===== src/rtl/pc_fetch_unit.sv =====
// pc_fetch_unit -- PC owner and instruction fetch front end of the single-cycle MIPS core.
//
// Fetches one instruction word per instruction over a req/ready handshake and
// holds it for the control unit. The control unit's JUMP/BRANCH/JR decisions
// then select the next PC, which is loaded when the instruction commits.
//
// Optional feature: define MISALIGN_TRAP_EN to trap on a misaligned next PC.
// Without it, next_pc[1:0] are cleared before the PC is loaded, and trap is tied low.
//
// Ports:
//   clk, rst             clock; synchronous active-high reset
//   imem_req/imem_addr   fetch request and byte address (= pc)
//   imem_rdata/ready     instruction word and its valid strobe
//   jump/branch/jr       control unit PC-select (branch already qualified by Z)
//   rs_data              register rs value, the jr target
//   commit               held instruction finished executing this cycle
//   instr + slices       held instruction word, with op/func/rs/rt/rd/imm16 fields
//   instr_valid          instr holds a fetched, uncommitted instruction
//   pc, pc_plus4         address of the held instruction, and the link value
//   trap                 misaligned-target trap
module pc_fetch_unit #(
  parameter logic [31:0] RESET_PC = 32'h0000_3000
) (
  input  logic        clk,
  input  logic        rst,
  output logic        imem_req,
  output logic [31:0] imem_addr,
  input  logic [31:0] imem_rdata,
  input  logic        imem_ready,
  input  logic        jump,
  input  logic        branch,
  input  logic        jr,
  input  logic [31:0] rs_data,
  input  logic        commit,
  output logic [31:0] instr,
  output logic [5:0]  op,
  output logic [5:0]  func,
  output logic [4:0]  rs,
  output logic [4:0]  rt,
  output logic [4:0]  rd,
  output logic [15:0] imm16,
  output logic        instr_valid,
  output logic [31:0] pc,
  output logic [31:0] pc_plus4,
  output logic        trap
);

  typedef enum logic [1:0] {S_FETCH, S_EXEC, S_TRAP} state_t;

  state_t      state, state_nxt;
  logic        load_instr, load_pc;
  logic [31:0] br_off, next_pc, pc_load;

  assign op        = instr[31:26];
  assign rs        = instr[25:21];
  assign rt        = instr[20:16];
  assign rd        = instr[15:11];
  assign imm16     = instr[15:0];
  assign func      = instr[5:0];
  assign imem_addr = pc;
  assign pc_plus4  = pc + 32'd4;
  assign br_off    = {{14{imm16[15]}}, imm16, 2'b00};

  // Priority: jr over jump (the control unit raises jump with jr), jump over branch.
  always_comb begin
    next_pc = pc_plus4;
    if (jr)          next_pc = rs_data;
    else if (jump)   next_pc = {pc_plus4[31:28], instr[25:0], 2'b00};
    else if (branch) next_pc = pc_plus4 + br_off;
  end

`ifdef MISALIGN_TRAP_EN
  assign pc_load = next_pc;
  assign trap    = (state == S_TRAP);
`else
  assign pc_load = next_pc & 32'hFFFF_FFFC;
  assign trap    = 1'b0;
`endif

  always_ff @(posedge clk) begin
    if (rst) state <= S_FETCH;
    else     state <= state_nxt;
  end

  always_comb begin
    state_nxt  = state;
    imem_req   = 1'b0;
    load_instr = 1'b0;
    load_pc    = 1'b0;
    case (state)
      S_FETCH: begin
        imem_req = 1'b1;
        if (imem_ready) begin
          load_instr = 1'b1;
          state_nxt  = S_EXEC;
        end
      end
      S_EXEC: begin
        if (commit) begin
          load_pc   = 1'b1;
          state_nxt = S_FETCH;
`ifdef MISALIGN_TRAP_EN
          if (next_pc[1:0] != 2'b00) state_nxt = S_TRAP;
`endif
        end
      end
      default: ; // S_TRAP: held until reset
    endcase
    // A request must never be visible while reset is applied.
    if (rst) imem_req = 1'b0;
  end

  always_ff @(posedge clk) begin
    if (rst) begin
      pc          <= RESET_PC;
      instr       <= 32'd0;
      instr_valid <= 1'b0;
    end else begin
      if (load_instr) begin
        instr       <= imem_rdata;
        instr_valid <= 1'b1;
      end
      if (load_pc) begin
        pc          <= pc_load;
        instr_valid <= 1'b0;
      end
    end
  end

endmodule


===== config.mk =====
export PLATFORM = sky130hd
export DESIGN_NAME = pc_fetch_unit
export DESIGN_NICKNAME = d
export VERILOG_FILES = /design/src/rtl/pc_fetch_unit.sv
export SDC_FILE = /design/constraint.sdc
export NUM_CORES = 1
export LEC_CHECK = 0
export CAP_MARGIN = 20
export CORE_ASPECT_RATIO = 1.75
export CORE_UTILIZATION = 40
export DETAILED_ROUTE_END_ITERATION = 10
export GPL_ROUTABILITY_DRIVEN = 1
export PLACE_DENSITY = 0.79
export SYNTH_ARGS = -nofsm -noshare
export SYNTH_HDL_FRONTEND = slang
export SYNTH_SLANG_ARGS = --single-unit

===== constraint.sdc =====
create_clock -name clk -period 3.7 [get_ports clk]
set_clock_uncertainty 0.15 [all_clocks]
set_input_delay 0.555 -clock clk [delete_from_list [all_inputs] [get_ports clk]]
set_output_delay 0.555 -clock clk [all_outputs]
set_load 0.02 [all_outputs]

==> reports/summary.txt, run 1 <==
status -> finished, final reports clean
worst hold margin -> 0.323 ns
CP arrival -> 3.65 ns
Slew Limit Fails -> 0
first-pass GRT wire length -> 32900 um
fill cell count -> 1211
die height -> 161 um
Post-synth ARST share -> 0%
Crit Path Category -> register to register
Final Critical Period -> 3.57 ns
DPL Wire Length -> 16600 um
most frequent cells in the layout -> 235 x clkdlybuf4s50_1, 120 x nand2_1, 90 x buf_4
vias in the first global route -> 6445
crit path launch type -> register
width of the chip -> 92.6 um
Vias -> 6551
crit-path max FO -> 5
cell area after layout -> 8970 um^2
Clock Tree Buf Depth -> 2
post-route ant nets -> 0
net switching power -> 0.000802 W
GP Congestion -> 0.905
initial antenna violation count -> 0
Gate power share -> 32.1%
Area after DPL -> 8420 um^2
sw frac -> 33.6%
Final Hold Vio Count -> 0
register bit total from synthesis -> 64
WL per Instance -> 18.5 um
Mapped Avg Cell Area -> 7.52 um^2
commonest non-fill, non-tap cell in the layout -> clkdlybuf4s50_1
area of the multi-input gates -> 4070 um^2
register area -> 1330 um^2
Syn Inst Count -> 765
post-synthesis cell type count -> 69
Slowest-stage cell, CP -> dfxtp_4
WL final -> 21700 um
Max-cap violations -> 0
PD cells -> 266 nW/um^2
# IOs -> 245
number of synthesized flops with an enable pin -> 0
Top FF cell, synth -> dfxtp_1
Layout Area Growth over Synthesis -> 56.1%
Power Total -> 0.00239 W
Starting DRT DRC Count -> 349
period utilization -> 96.6%
CTS tree -> built
Int Pwr -> 0.00159 W
worst endpoint required time -> 3.78 ns
gr ovfl total -> 0
Final Util -> 64.2%
post-DR vias/cell -> 5.58
H-tree levels -> 3
Post-Syn Area -> 5750 um^2
final setup violation count -> 0
sequential-to-total area share from yosys stat -> 22.3%
Leak -> 3.67 nW
Final Net Count -> 1100
largest net degree at the start of global routing -> 40
register share of total power -> 32.3%
delay-heaviest family, CP -> simple AND/OR/NAND/NOR gates
Cell Chain, Critical Path -> and4_4 > and4_4 > and3_4 > nand3_2 > xnor2_2 > ha_4 > and4_1 > and2_1 > a221o_1 > a31o_4 > xor2_1 > mux2i_1 > a21oi_1 > a221o_1
Core Box Area -> 14000 um^2
unrepaired setup endpoints after global routing -> no
Max Freq -> 0.280 GHz
CP endpoint kind -> register
headroom to the max-slew limit -> 50.0%
clock tree root driver cell -> clkbuf_16
gr usage total -> 28.4%
CP bufs+invs -> 0
Starting Density -> 41.1%
worst stage delay on the critical path -> 0.37 ns
Worst-Skew Late Latency -> 0.34 ns
total CTS buffers -> 9
number of I/O port buffers -> 235
n_diodes -> 0
num rows -> 57
Detailed Routing Iterations Pass 1 -> 5
Clk network pwr share -> 35.6%
slew at the pin with the worst max-slew slack -> 0.748 ns
CTS Hold Bufs -> 0
Ys Warns -> 0
# DRC -> 0
layout cell share with drive strength beyond 1 -> 18.7%
Reg clk slew, reported paths -> 0.06 ns
DIE AREA -> 14900 um^2
Clock Sinks -> 64
Peak VDD IR -> 0.270 mV
Hold WC Path Type -> register to register
## cells by family after synthesis
| family | count (synthesis) | share of synthesized area [%] |
|---|---|---|
| AOI/OAI and AO/OA | 221 | 24.8 |
| xor gates and xnor gates | 51 | 7.90 |
| adders and majority gates | 37 | 8.18 |
| buffers and inverters | 125 | 13.6 |
| DFF | 64 | 22.3 |
| muxes | 12 | 2.18 |
| other | 1 | 0.0652 |
| and+or+nand+nor | 254 | 21.0 |
## cell type report
class	instances	share of cell area, %
flip-flops and latches	64	14.8
inverters	10	0.418
repair buffers	325	33.7
clock inverters	5	0.432
clock buffers	11	2.83
multi-input cells	582	45.3
well taps	177	2.47
## power by group through the flow
stage                     logic (W)  registers (W)  clock network [W]
after global routing       0.000819       0.000778           0.000882
final                      0.000768       0.000772           0.000850
after global placement     0.000736       0.000785                  0
after floorplan            0.000387       0.000824                  0
after detailed placement   0.000744       0.000786                  0
after CTS                  0.000749       0.000772           0.000851
## timing repair
action,in CTS,in global routing
cloned,0,0
setup buffers,0,5
setup endpoints to repair,2,10
pin swaps,0,22
resized for setup,1,38
## synthesized netlist by cell type (all sizes together), types with 3 or more instances
master / count / area, um^2
nand2: 120 / 450
buf: 85 / 633
a21oi: 79 / 399
dfxtp: 64 / 1280
nor2: 46 / 173
o21ai: 45 / 229
ha: 36 / 450
xnor2: 31 / 272
clkbuf: 30 / 113
nand3: 24 / 120
xor2: 20 / 183
a21o: 11 / 82.6
and3: 11 / 68.8
mux2i: 11 / 110
inv: 10 / 37.5
and4: 9 / 86.3
a211oi: 8 / 60.1
a22oi: 8 / 60.1
nand4: 7 / 58.8
nor3: 7 / 35.0
o31ai: 7 / 52.6
a221o: 6 / 60.1
o22ai: 6 / 37.5
a22o: 5 / 43.8
and2: 5 / 32.5
nand2b: 5 / 31.3
nor2b: 5 / 31.3
o211ai: 5 / 37.5
o221ai: 5 / 43.8
a211o: 4 / 35.0
a21boi: 4 / 30.0
a222oi: 4 / 40.0
o21bai: 4 / 30.0
or3: 4 / 25.0
nor4: 3 / 33.8
o21a: 3 / 22.5
## layer usage
layer	track usage, %	wire length (um)
met1	29.9	8110
met2	53.2	11500
met3	4.73	1170
met4	14.0	915
met5	0	0
## metrics by stage
| step | setup WS (ns) | TNS (ns) | std cells |
|---|---|---|---|
| 2_1_floorplan | 0.00857 | 0 | 771 |
| 6_report | 0.127 | 0 | 1174 |
| 4_1_cts | -0.000841 | -0.000944 | 1169 |
| 3_5_place_dp | -0.0269 | -0.0269 | 1153 |
| 3_3_place_gp | 0.0326 | 0 | 1153 |
| 5_1_grt | 0.0120 | 0 | 1174 |
## worst paths after layout
path	start	endpoint	slack (ns)	cells after the start
hold / removal	instr[26]$_SDFFE_PP0P_	instr[26]$_SDFFE_PP0P_	0.32	2
setup reg to reg	imem_addr[10]$_SDFFE_PP0P_	imem_addr[22]$_SDFFE_PP0P_	0.13	14
hold reg to reg	instr[26]$_SDFFE_PP0P_	instr[26]$_SDFFE_PP0P_	0.32	2
setup / recovery	imem_addr[10]$_SDFFE_PP0P_	imem_addr[22]$_SDFFE_PP0P_	0.13	14
## state kept, by name, indices dropped and copies added (netlist names)
register / cells
instr: 32
instr_valid: 1
imem_addr: 30
state: 1
## worst min-delay path: cells and delay by family, from the launching register on
family	cells	cell delay [ns]
compound gates	1	0.05
flops	1	0.32
simple gates	1	0.05
Note: power is estimated with default switching activity, not from simulation.
==> run 2: changes to the inputs <==
clock period = 2.94 ns   (was 3.7 ns; I/O delays follow)
==> run 2 against run 1 <==
  * Setup slack got worse by 0.81 ns
  * Global-route usage rose by 4.3 points
  * Final cell count rose by 10%
  * Total power rose by 37%
  * Hold slack improved by 0.012 ns
  * Clock-buffer cell count fell by 2
  * The flow now finishes with violations (negative setup slack)
  * Cell area rose by 18%
  * Fmax fell by 1.3%
  * Register-to-register slack got worse by 0.81 ns
  * First-iteration DRC count rose by 87%
  * Sequential share of layout area fell by 2.1 points
  * Largest power group is now combinational cells
  * Wire length rose by 27%
  * Largest cell class unchanged
==> reports/summary.txt, run 2 (synthesis gave the netlist of run 1 again) <==
Int Pwr -> 0.00215 W
Vias -> 7599
PD cells -> 309 nW/um^2
WP depth -> 13
total CTS buffers -> 9
register share of total power -> 29.1%
CTS Hold Bufs -> 0
Final Util -> 75.8%
Power Total -> 0.00328 W
clock tree root driver cell -> clkbuf_16
Clock Sinks -> 64
post-route ant nets -> 0
max FFs per register -> 32
Worst-Skew Late Latency -> 0.34 ns
Clk network pwr share -> 34.5%
num rows -> 57
Max Freq -> 0.276 GHz
CP arrival -> 3.70 ns
WL per Instance -> 21.3 um
CP bufs+invs -> 1
Final Net Count -> 1217
headroom to the max-slew limit -> 63.3%
vias in the first global route -> 7319
# DRC -> 0
width of the chip -> 92.6 um
initial antenna violation count -> 0
period utilization -> 123%
slew at the pin with the worst max-slew slack -> 0.544 ns
Peak VDD IR -> 0.292 mV
Starting DRT DRC Count -> 651
Largest Register -> instr
failing checks -> negative setup slack
gr ovfl total -> 0
post-DR vias/cell -> 5.89
first-pass GRT wire length -> 37600 um
GP Congestion -> 0.912
Core Box Area -> 14000 um^2
Final Hold Vio Count -> 0
Starting Density -> 41.1%
Detailed Routing Iterations Pass 1 -> 6
n_diodes -> 0
largest net degree at the start of global routing -> 34
Final Critical Period -> 3.62 ns
Slowest-stage cell, CP -> dfxtp_4
# IOs -> 245
Hold WC Path Type -> register to register
worst hold margin -> 0.335 ns
Gate power share -> 36.4%
Cell Chain, Critical Path -> and3_4 > buf_6 > nand4_1 > xnor2_2 > ha_4 > a211o_1 > a21oi_4 > o31ai_4 > a41o_1 > a41oi_2 > a21oi_2 > o311a_1 > a22o_1
sw frac -> 34.5%
WL final -> 27500 um
Leak -> 4.56 nW
Crit Path Category -> register to register
Slew Limit Fails -> 0
crit-path max FO -> 6
fill cell count -> 958
R2R depth -> 13
setup ws final -> -0.682 ns
CTS tree -> built
commonest non-fill, non-tap cell in the layout -> clkdlybuf4s50_1
DIE AREA -> 14900 um^2
Reg clk slew, reported paths -> 0.06 ns
Layout Area Growth over Synthesis -> 84.4%
TNS Setup -> -11.22 ns
worst stage delay on the critical path -> 0.35 ns
gr usage total -> 32.7%
die height -> 161 um
most frequent cells in the layout -> 215 x clkdlybuf4s50_1, 194 x buf_4, 115 x nand2_1
delay-heaviest family, CP -> compound AO/OA/AOI/OAI gates
final setup violation count -> 30
crit path launch type -> register
Max-cap violations -> 0
Clock Tree Buf Depth -> 2
layout cell share with drive strength beyond 1 -> 34.7%
worst endpoint required time -> 3.02 ns
H-tree levels -> 3
unrepaired setup endpoints after global routing -> yes
DPL Wire Length -> 18800 um
status -> finished, violations left
net switching power -> 0.00113 W
worst hold path depth -> 2
number of I/O port buffers -> 235
CP endpoint kind -> register
-- run 2: cell count changes in the layout (fill, tap and decap cells not counted), sizes merged --
| cell | previous run | this run |
|---|---|---|
| inv | 11 | 14 |
| dlymetal6s2s | 0 | 7 |
| clkdlybuf4s15 | 0 | 3 |
| buf | 90 | 209 |
| clkinvlp | 2 | 0 |
| dlygate4sd2 | 0 | 6 |
| bufinv | 0 | 1 |
| clkdlybuf4s50 | 235 | 215 |
-- run 2: path summary, 6_finish.rpt --
check	from	to	slack [ns]
max reg2reg	imem_addr[4]$_SDFFE_PP0P_	imem_addr[24]$_SDFFE_PP0P_	-0.68
min	instr[30]$_SDFFE_PP0P_	instr[30]$_SDFFE_PP0P_	0.34
max	imem_addr[4]$_SDFFE_PP0P_	imem_addr[24]$_SDFFE_PP0P_	-0.68
min reg2reg	instr[30]$_SDFFE_PP0P_	instr[30]$_SDFFE_PP0P_	0.34
-- run 2: per-layer routing --
metal  part of all wire, %  vias up  global-route usage, %  routed length [um]
met2                    52      520                   62.8               14400
li1                      -     3347                      -                   -
met1                    33     3567                   33.3                9060
met4                   6.7        0                   17.5                1840
met3                   8.1      165                   4.12                2220
met5                     0        -                      0                   0
-- run 2: through the flow --
| step | worst slack (ns) | cell area, um^2 | instances |
|---|---|---|---|
| detailed placement | -0.611 | 9470 | 1249 |
| CTS | -0.465 | 10100 | 1273 |
| finish | -0.682 | 10600 | 1291 |
| global route | -0.777 | 10600 | 1291 |
| floorplan | -0.575 | 6260 | 771 |
| global placement | -0.558 | 9470 | 1249 |
-- run 2: layout make-up --
class | count | area [um^2] | area share, %
clock buffer | 9 | 225 | 2.12
clock inverter | 7 | 76.3 | 0.720
timing repair buffer | 442 | 3980 | 37.5
multi-input combinational | 582 | 4720 | 44.5
sequential | 64 | 1350 | 12.7
inverter | 10 | 37.5 | 0.354
tap | 177 | 221 | 2.09
-- run 2: power by group through the flow --
stage / Combinational (W) / Clock, W / Sequential [W]
after floorplan: 0.000504 / 0 / 0.00104
after global placement: 0.00106 / 0 / 0.000965
after detailed placement: 0.00108 / 0 / 0.000966
after CTS: 0.00112 / 0.00112 / 0.000950
after global routing: 0.00125 / 0.00117 / 0.000957
final: 0.00119 / 0.00113 / 0.000954
-- run 2: worst min-delay path, delay by kind of cell, from the launching register on --
| kind | cells | cell delay [ns] |
|---|---|---|
| DFF | 1 | 0.32 |
| and+or+nand+nor | 1 | 0.06 |
| AOI/OAI and AO/OA | 1 | 0.05 |
-- run 2: timing repair --
action | 4_1_cts | 5_1_grt
resized for setup | 83 | 85
endpoints found under the setup margin | 38 | 38
setup buffers | 8 | 18
pin swaps | 43 | 61
